[config.mk]
export PLATFORM = sky130hd
export DESIGN_NAME = serial_add_ctrl
export DESIGN_NICKNAME = d
export VERILOG_FILES = /design/src/rtl/serial_add_pkg.sv /design/src/rtl/fa_cell.sv /design/src/rtl/serial_add_ctrl.sv
export SDC_FILE = /design/constraint.sdc
export NUM_CORES = 1
export LEC_CHECK = 0
export CAP_MARGIN = 20
export CORE_MARGIN = 2
export CORE_UTILIZATION = 50
export DETAILED_ROUTE_END_ITERATION = 10
export PLACE_DENSITY = 0.83
export SYNTH_ARGS = -nofsm -noshare
export SYNTH_HDL_FRONTEND = slang
export SYNTH_SLANG_ARGS = --single-unit
[constraint.sdc]
create_clock -name clk -period 2.1 [get_ports clk]
set_input_delay 0.21 -clock clk [delete_from_list [all_inputs] [get_ports clk]]
set_output_delay 0.21 -clock clk [all_outputs]
set_load 0.05 [all_outputs]
[src/rtl/serial_add_pkg.sv]
// Shared state encodings and sizing helper for the bit-serial adder controller.
package serial_add_pkg;

  localparam logic [1:0] IDLE = 2'd0;
  localparam logic [1:0] RUN  = 2'd1;
  localparam logic [1:0] DONE = 2'd2;

  function automatic int cnt_w(input int width);
    return $clog2(width);
  endfunction

endpackage

[src/rtl/fa_cell.sv]
// Gate-level 1-bit full adder; the only arithmetic element of the serial adder.
module fa_cell (
  output logic s,
  output logic cout,
  input  logic a,
  input  logic b,
  input  logic cin
);

  logic p, g, t;

  xor x_p (p, a, b);
  xor x_s (s, p, cin);
  and a_g (g, a, b);
  and a_t (t, p, cin);
  or  o_c (cout, g, t);

endmodule

[src/rtl/serial_add_ctrl.sv]
// Bit-serial WIDTH-bit adder: one full-adder cell, LSB first, carry kept in a flop.
module serial_add_ctrl
  import serial_add_pkg::*;
#(
  parameter int WIDTH = 8
) (
  input  logic             clk,
  input  logic             rst_n,
  input  logic             start,
  input  logic [WIDTH-1:0] a,
  input  logic [WIDTH-1:0] b,
  input  logic             cin,
  output logic             ready,
  output logic             done,
  output logic [WIDTH-1:0] sum,
  output logic             cout,
  output logic             overflow
);

  localparam int CW = cnt_w(WIDTH);
  localparam logic [CW-1:0] CNT_LAST = CW'(WIDTH - 1);

  logic [1:0]       state_q, state_d;
  logic [WIDTH-1:0] a_sh_q, b_sh_q;
  logic [WIDTH-2:0] r_sh_q, r_sh_d;
  logic             carry_q;
  logic [CW-1:0]    cnt_q;
  logic [WIDTH-1:0] sum_q;
  logic             cout_q, ovf_q;
  logic             fa_s, fa_c;
  logic             last_bit;

  fa_cell u_fa (
    .s    (fa_s),
    .cout (fa_c),
    .a    (a_sh_q[0]),
    .b    (b_sh_q[0]),
    .cin  (carry_q)
  );

  assign last_bit = (cnt_q == CNT_LAST);
  // Partial sum holds the low WIDTH-1 result bits; the MSB comes straight from the cell.
  assign r_sh_d   = (WIDTH-1)'({fa_s, r_sh_q} >> 1);

  always_ff @(posedge clk or negedge rst_n) begin
    if (!rst_n) state_q <= IDLE;
    else        state_q <= state_d;
  end

  always_comb begin
    state_d = state_q;
    unique case (state_q)
      IDLE:    if (start) state_d = RUN;
      RUN:     if (last_bit) state_d = DONE;
      DONE:    state_d = IDLE;
      default: state_d = IDLE;
    endcase
  end

  always_comb begin
    ready = (state_q == IDLE);
    done  = (state_q == DONE);
  end

  always_ff @(posedge clk or negedge rst_n) begin
    if (!rst_n) begin
      a_sh_q  <= '0;
      b_sh_q  <= '0;
      r_sh_q  <= '0;
      carry_q <= 1'b0;
      cnt_q   <= '0;
      sum_q   <= '0;
      cout_q  <= 1'b0;
      ovf_q   <= 1'b0;
    end else begin
      if (state_q == IDLE && start) begin
        a_sh_q  <= a;
        b_sh_q  <= b;
        carry_q <= cin;
        cnt_q   <= '0;
      end else if (state_q == RUN) begin
        r_sh_q  <= r_sh_d;
        a_sh_q  <= a_sh_q >> 1;
        b_sh_q  <= b_sh_q >> 1;
        carry_q <= fa_c;
        cnt_q   <= cnt_q + 1'b1;
        // Results only move on the completing edge; carry_q is still the carry into the MSB.
        if (last_bit) begin
          sum_q  <= {fa_s, r_sh_q};
          cout_q <= fa_c;
          ovf_q  <= carry_q ^ fa_c;
        end
      end
    end
  end

  assign sum      = sum_q;
  assign cout     = cout_q;
  assign overflow = ovf_q;

endmodule

### Word level (Yosys, flattened, before mapping)

Index checks and enable logic that the tools add are counted.

* flip-flop bits (word level): 39
* logic and storage cells: 39

* $add $sub $neg: 1
* multiplexer cells: 11
* eq/ne operators: 5
* reduce and logical (&&, ||, !) cells: 6
* bitwise gates (word level): 7

Operators by type and width (count)
* $mux 8: 4
* $mux 3: 2
* $mux 2: 2
* $ne 2x2->1 const B: 2
* $pmux 2 s2: 1
* $reduce_and 2->1: 2
* $add 3x1->3 const B: 1
* $eq 3x3->1 const B: 1
* $reduce_and 3->1: 1
* $xor 1x1->1: 3
* $and 1x1->1: 2
* $eq 2x1->1 const B: 1
* $eq 2x2->1 const B: 1
* $logic_not 2->1: 1
* $mux 1: 2
* $reduce_bool 2->1: 1
* $logic_and 1x1->1: 1
* $not 1->1: 1
* $or 1x1->1: 1

### Longest topological paths before layout

* word-level depth: 5
* mapped depth: 6

### Modules after synthesis

Synthesis repeated with hierarchy kept, for this count alone.

* cells, all modules: 146
* area, all modules: 1770.4 um2

Modules (own cells, without submodules)
* serial_add_ctrl: area an instance 1750.4 um2, cells each 145, times used 1
* fa_cell: area an instance 20.0 um2, cells each 1, times used 1

### Worst setup path after synthesis

Ideal clock, no wire load.

* kind: register -> register
* start point: register state_q[0]
* end point: register a_sh_q[1]
* path buffers: 1
* library setup time: 0.123 ns
* stages on the path, launching flop included: 5
* data required time: 1.977 ns
* path slack: 0.493 ns
* arrival time: 1.484 ns
* path through: dfrtp_1 -> buf_4 -> nor2_1 -> nand3b_1 -> o221a_1

* word-level cells in the longest chain between the ends: 3
* elaborated cells between the ends (all ways): 5
* those cells by class: eq/ne: 1; mux: 1; reduce/logical: 3

Ends and longest elaborated chain
* from (decl): line serial_add_ctrl.sv:23 `logic [1:0] state_q, state_d;`
* from (signal assigned): line serial_add_ctrl.sv:47 `else state_q <= state_d;`
* $logic_not 2->1 (*)
* named net ready: line serial_add_ctrl.sv:13 `output logic ready,`
* $logic_and 1x1->1 (*): line serial_add_ctrl.sv:76 `if (state_q == IDLE && start) begin`
* $mux 8 or $reduce_bool 2->1 (tied branches)
* to (signal assigned): line serial_add_ctrl.sv:83 `a_sh_q <= a_sh_q >> 1;`
* to (decl): line serial_add_ctrl.sv:24 `logic [WIDTH-1:0] a_sh_q, b_sh_q;`

Mark *: on every way through the listed nets, which the timed path passes. The rest lies on a longest branch.
A chain may end at the register's enable or synchronous reset.

### Worst setup path after layout

* start point: register state_q[1]
* end point: output done

* word-level cells in the longest chain between the ends: 1

Ends and longest elaborated chain
* $eq 2x2->1: line serial_add_ctrl.sv:62 `done = (state_q == DONE);`
* to (decl): line serial_add_ctrl.sv:14 `output logic done,`

Every way passes these cells.

==> results summary <==
The max-slew violation total from the final report is 0. The number of I/O pins is 32. The largest clock skew in the final design came out at between 5 and 6 ps. Routed signal wires occupy layers up through met4. The maximum vdd ir drop came out at 0.0005520 V. At the worst endpoint, the required time is 1890 ps. Synthesis produced between 100 and 150 cells. The TritonCTS clock tree is yes.

Setup violations remaining at the end of the flow were counted as 0. The static leakage is approximately 0.91 nW. Of the synthesized area, sequential elements account for 0.5664. For this run the aggregate overflow at the end of global routing stands at 0.

0 antenna diodes ended up in the layout. The fraction of power consumed by the clock network came out at 0.130. The sequential fraction of design power is 0.399. The met1 wire length came out at 1413 µm. The half-perimeter wire length after placement came out at roughly 2300 µm. The detailed-router iteration count before antenna repair came out at 4. The count of synthesis-stage warnings from yosys is 0. The placeable core area came out at around 3300 µm².

The minimum clock period after layout is around 1800 ps. The flow ran to the end, and the final reports show no timing, DRC or antenna violations. The average footprint of a synthesized cell came out at roughly 13 µm². The last weighted congestion value of the routability-driven placer came out at about 0.81. The power density relative to cell area came out at roughly 1600 nW/µm².

The final cell area excluding filler cells came out at between 2000 and 2500 µm². The total number of nets in the final design is about 190. From synthesis to final layout, the design area changed by 21.71%. For the worst-skew pair, the clock arrives at the later sink with an insertion delay of between 300 and 400 ps.

The setup path with the least slack is of type reg -> out. The number of different library cells used by synthesis comes to 29. The post-route worst hold slack came out at 423.6 ps.

The detailed route wirelength on metal2 is 1627 µm. The die covers between 3000 and 4000 µm². In this run the remaining antenna-violating nets after routing total 0. Summed over all layers, the routed wires come to ~3200 µm. The worst setup path is captured at an output port. In this run the vertical extent of the chip is about 63 µm. The type of the worst min-delay path is in -> reg. The post-place setup slack is ~360 ps. The startpoint type of the worst setup path is a flip-flop. In this run the tool buffered the top-level ports with 31 buffer cells.

The slew at the pin with the worst max-slew slack came out at approximately 840 ps. Dividing the detail-routed wire length by the instance count gives about 15 µm. The critical path arrival is 1550 ps. The total DRC errors in the routed layout is 0. The routed length on met3 is ~140 µm. The fraction of power spent switching nets came out at 0.3919. The utilization after layout is 0.6334.

The final clock period utilization by the worst path came out at 0.8361. Counting every sink on the clock net gives 39. The row count is 21.

The number of levels in the clock H-tree came out at 2. In the final timing run, aggregate negative setup slack is 0 ps. The combinational power share is 0.471. The clock tree buffer depth is 2. The detailed router finished its first iteration with between 80 and 90 violations. After detailed routing, the number of vias per cell comes to about 5.6. The area of the mapped netlist came out at approximately 1700 µm². The maximum number of pins on one net before global-route repair is 40. The count of max-cap constraint violations is 0.

The internal portion of total power came out at 2.070 mW. Synthesis inferred 39 register bits. After detailed placement, the total cell area comes to ~2000 µm². The clock-pin slew of the registers on the worst-case setup and hold paths came out at between 100 and 150 ps. For this run, the top clock speed supported by timing is 569.5 MHz. CTS placed an instance of sky130_fd_sc_hd__clkbuf_4 at the clock tree root. The count of final hold-check violations came out at 0. The power dissipated by switching net loads came out at roughly 1.3 mW. The number of clock buffers added by TritonCTS is 5. The ratio of cells with drive above 1 in the final layout came out at 0.1963. Setup repair after global routing left no endpoint under its margin. The via count of the first global-routing pass is ~1300.

The largest fanout on the critical path came out at 15. The worst max-slew margin expressed relative to the limit came out at 0.4384. The die is approximately 63 µm wide. The number of nets produced by synthesis is 154. The number of antenna violations at the first check in global routing came out at 0. The total vias in the final route came out at 1175. The wire length of the first global-routing pass is roughly 5600 µm. Across every metal layer, demand over resource in global routing totals 0.1840. The worst-case setup margin in the final layout is ~340 ps.

The starting utilization of the core area came out at 0.5204.
## layout by cell type (no fill, tap or decap), types with 2 or more instances in the layout
cell | Yosys | layout
sky130_fd_sc_hd__o22ai_1 | 22 | 22
sky130_fd_sc_hd__dfrtp_1 | 39 | 39
sky130_fd_sc_hd__a2bb2oi_1 | 6 | 6
sky130_fd_sc_hd__buf_4 | 2 | 2
sky130_fd_sc_hd__inv_1 | 2 | 2
sky130_fd_sc_hd__nand2_1 | 3 | 3
sky130_fd_sc_hd__clkdlybuf4s50_1 | 0 | 28
sky130_fd_sc_hd__a21oi_1 | 9 | 9
sky130_fd_sc_hd__mux2_4 | 7 | 7
sky130_fd_sc_hd__a22o_1 | 2 | 2
sky130_fd_sc_hd__nor2_1 | 4 | 4
sky130_fd_sc_hd__nand2b_1 | 2 | 2
sky130_fd_sc_hd__o21ai_0 | 4 | 4
sky130_fd_sc_hd__mux2_2 | 9 | 9
sky130_fd_sc_hd__clkbuf_4 | 0 | 5
sky130_fd_sc_hd__clkbuf_8 | 0 | 2
sky130_fd_sc_hd__ha_1 | 2 | 2
## registers in the layout, indices dropped and copies added, names as in the netlist
name / flops
cout: 1
carry_q: 1
state_q: 2
overflow: 1
cnt_q: 3
sum: 8
b_sh_q: 8
a_sh_q: 8
r_sh_q: 7
## cells by family (layout without fill, tap and decap cells)
| logic type | Yosys count | count (layout) | synth area share |
|---|---|---|---|
| and+or+nand+nor | 14 | 14 | 0.05519 |
| muxes | 16 | 16 | 0.1198 |
| DFF | 39 | 39 | 0.5665 |
| xor gates and xnor gates | 1 | 1 | 0.005084 |
| AOI/OAI and AO/OA | 46 | 46 | 0.1750 |
| adders and majority gates | 3 | 3 | 0.02614 |
| buffers and inverters | 12 | 44 | 0.05228 |
## path summary, 6_finish.rpt
path | startpoint | endpoint | slack [ps] | depth (start not counted)
worst max-delay path | state_q[1]$_DFFE_PN0P_ | done | 340 | 3
worst min-delay path | a[7] | a_sh_q[7]$_DFFE_PN0P_ | 420 | 3
worst max register to register | cnt_q[0]$_DFFE_PN0P_ | sum[0]$_DFFE_PN0P_ | 570 | 4
worst min register to register | overflow$_DFFE_PN0P_ | overflow$_DFFE_PN0P_ | 490 | 2
max in group asynchronous | rst_n | carry_q$_DFFE_PN0P_ | 1060 | 2
min in group asynchronous | rst_n | sum[2]$_DFFE_PN0P_ | 510 | 2
## worst max-delay path, stage by stage, from the launching register on
cell,delay [ps]
sky130_fd_sc_hd__dfrtp_1,520
sky130_fd_sc_hd__inv_1,290
sky130_fd_sc_hd__nor2_1,170
sky130_fd_sc_hd__buf_4,210
## routing by layer
metal / up-vias / GRT usage
met5: - / 0
met4: 0 / 0.05000
met3: 4 / 0.05586
met2: 29 / 0.3306
met1: 590 / 0.2122
li1: 552 / -
## power by group through the flow
| stage | logic [mW] | registers, mW | clock network, mW |
|---|---|---|---|
| 6_report | 1.60 | 1.36 | 0.442 |
| 5_1_grt | 1.74 | 1.41 | 0.488 |
| 4_1_cts | 1.62 | 1.36 | 0.452 |
| 3_5_place_dp | 1.62 | 1.37 | 0 |
| 3_3_place_gp | 1.56 | 1.35 | 0 |
| 2_1_floorplan | 0.968 | 1.64 | 0 |
## layout make-up
cell class,count,area (µm²)
fill,288,1214
tap,46,57.56
inverter,3,11.26
multi-input combinational,80,656.9
timing repair buffer,33,322.8
clock buffer,7,65.06
sequential,39,975.9
clock inverter,1,7.507
## synthesized netlist by cell type (all sizes together)
library cell  instances  area share
clkbuf                1      0.0029
buf                   8       0.043
and2b                 1      0.0051
ha                    2       0.015
inv                   3      0.0065
o22ai                22       0.080
mux2                 16        0.12
nand2                 3      0.0065
a32o                  1      0.0058
o21bai                1      0.0044
a2bb2oi               6       0.031
nor2                  5       0.012
o221a                 1      0.0065
xnor2                 1      0.0051
o21ai                 4       0.012
dfrtp                39        0.57
fa                    1       0.012
nand3b                2       0.016
a21oi                 9       0.026
a22o                  2       0.010
nand2b                3       0.015
## repair_timing
action                                  4_1_cts  5_1_grt
resized for setup                             0        1
hold buffers                                  1        0
endpoints found under the setup margin        0        1
setup buffers                                 0        0
hold endpoints to repair                     39        0
## per-stage QoR
stage / power, mW / std cells
after floorplan: 2.604 / 131
after global placement: 2.909 / 200
after detailed placement: 2.995 / 200
after CTS: 3.434 / 209
after global routing: 3.638 / 209
final: 3.403 / 209
Power figures use the tool's default switching activity.
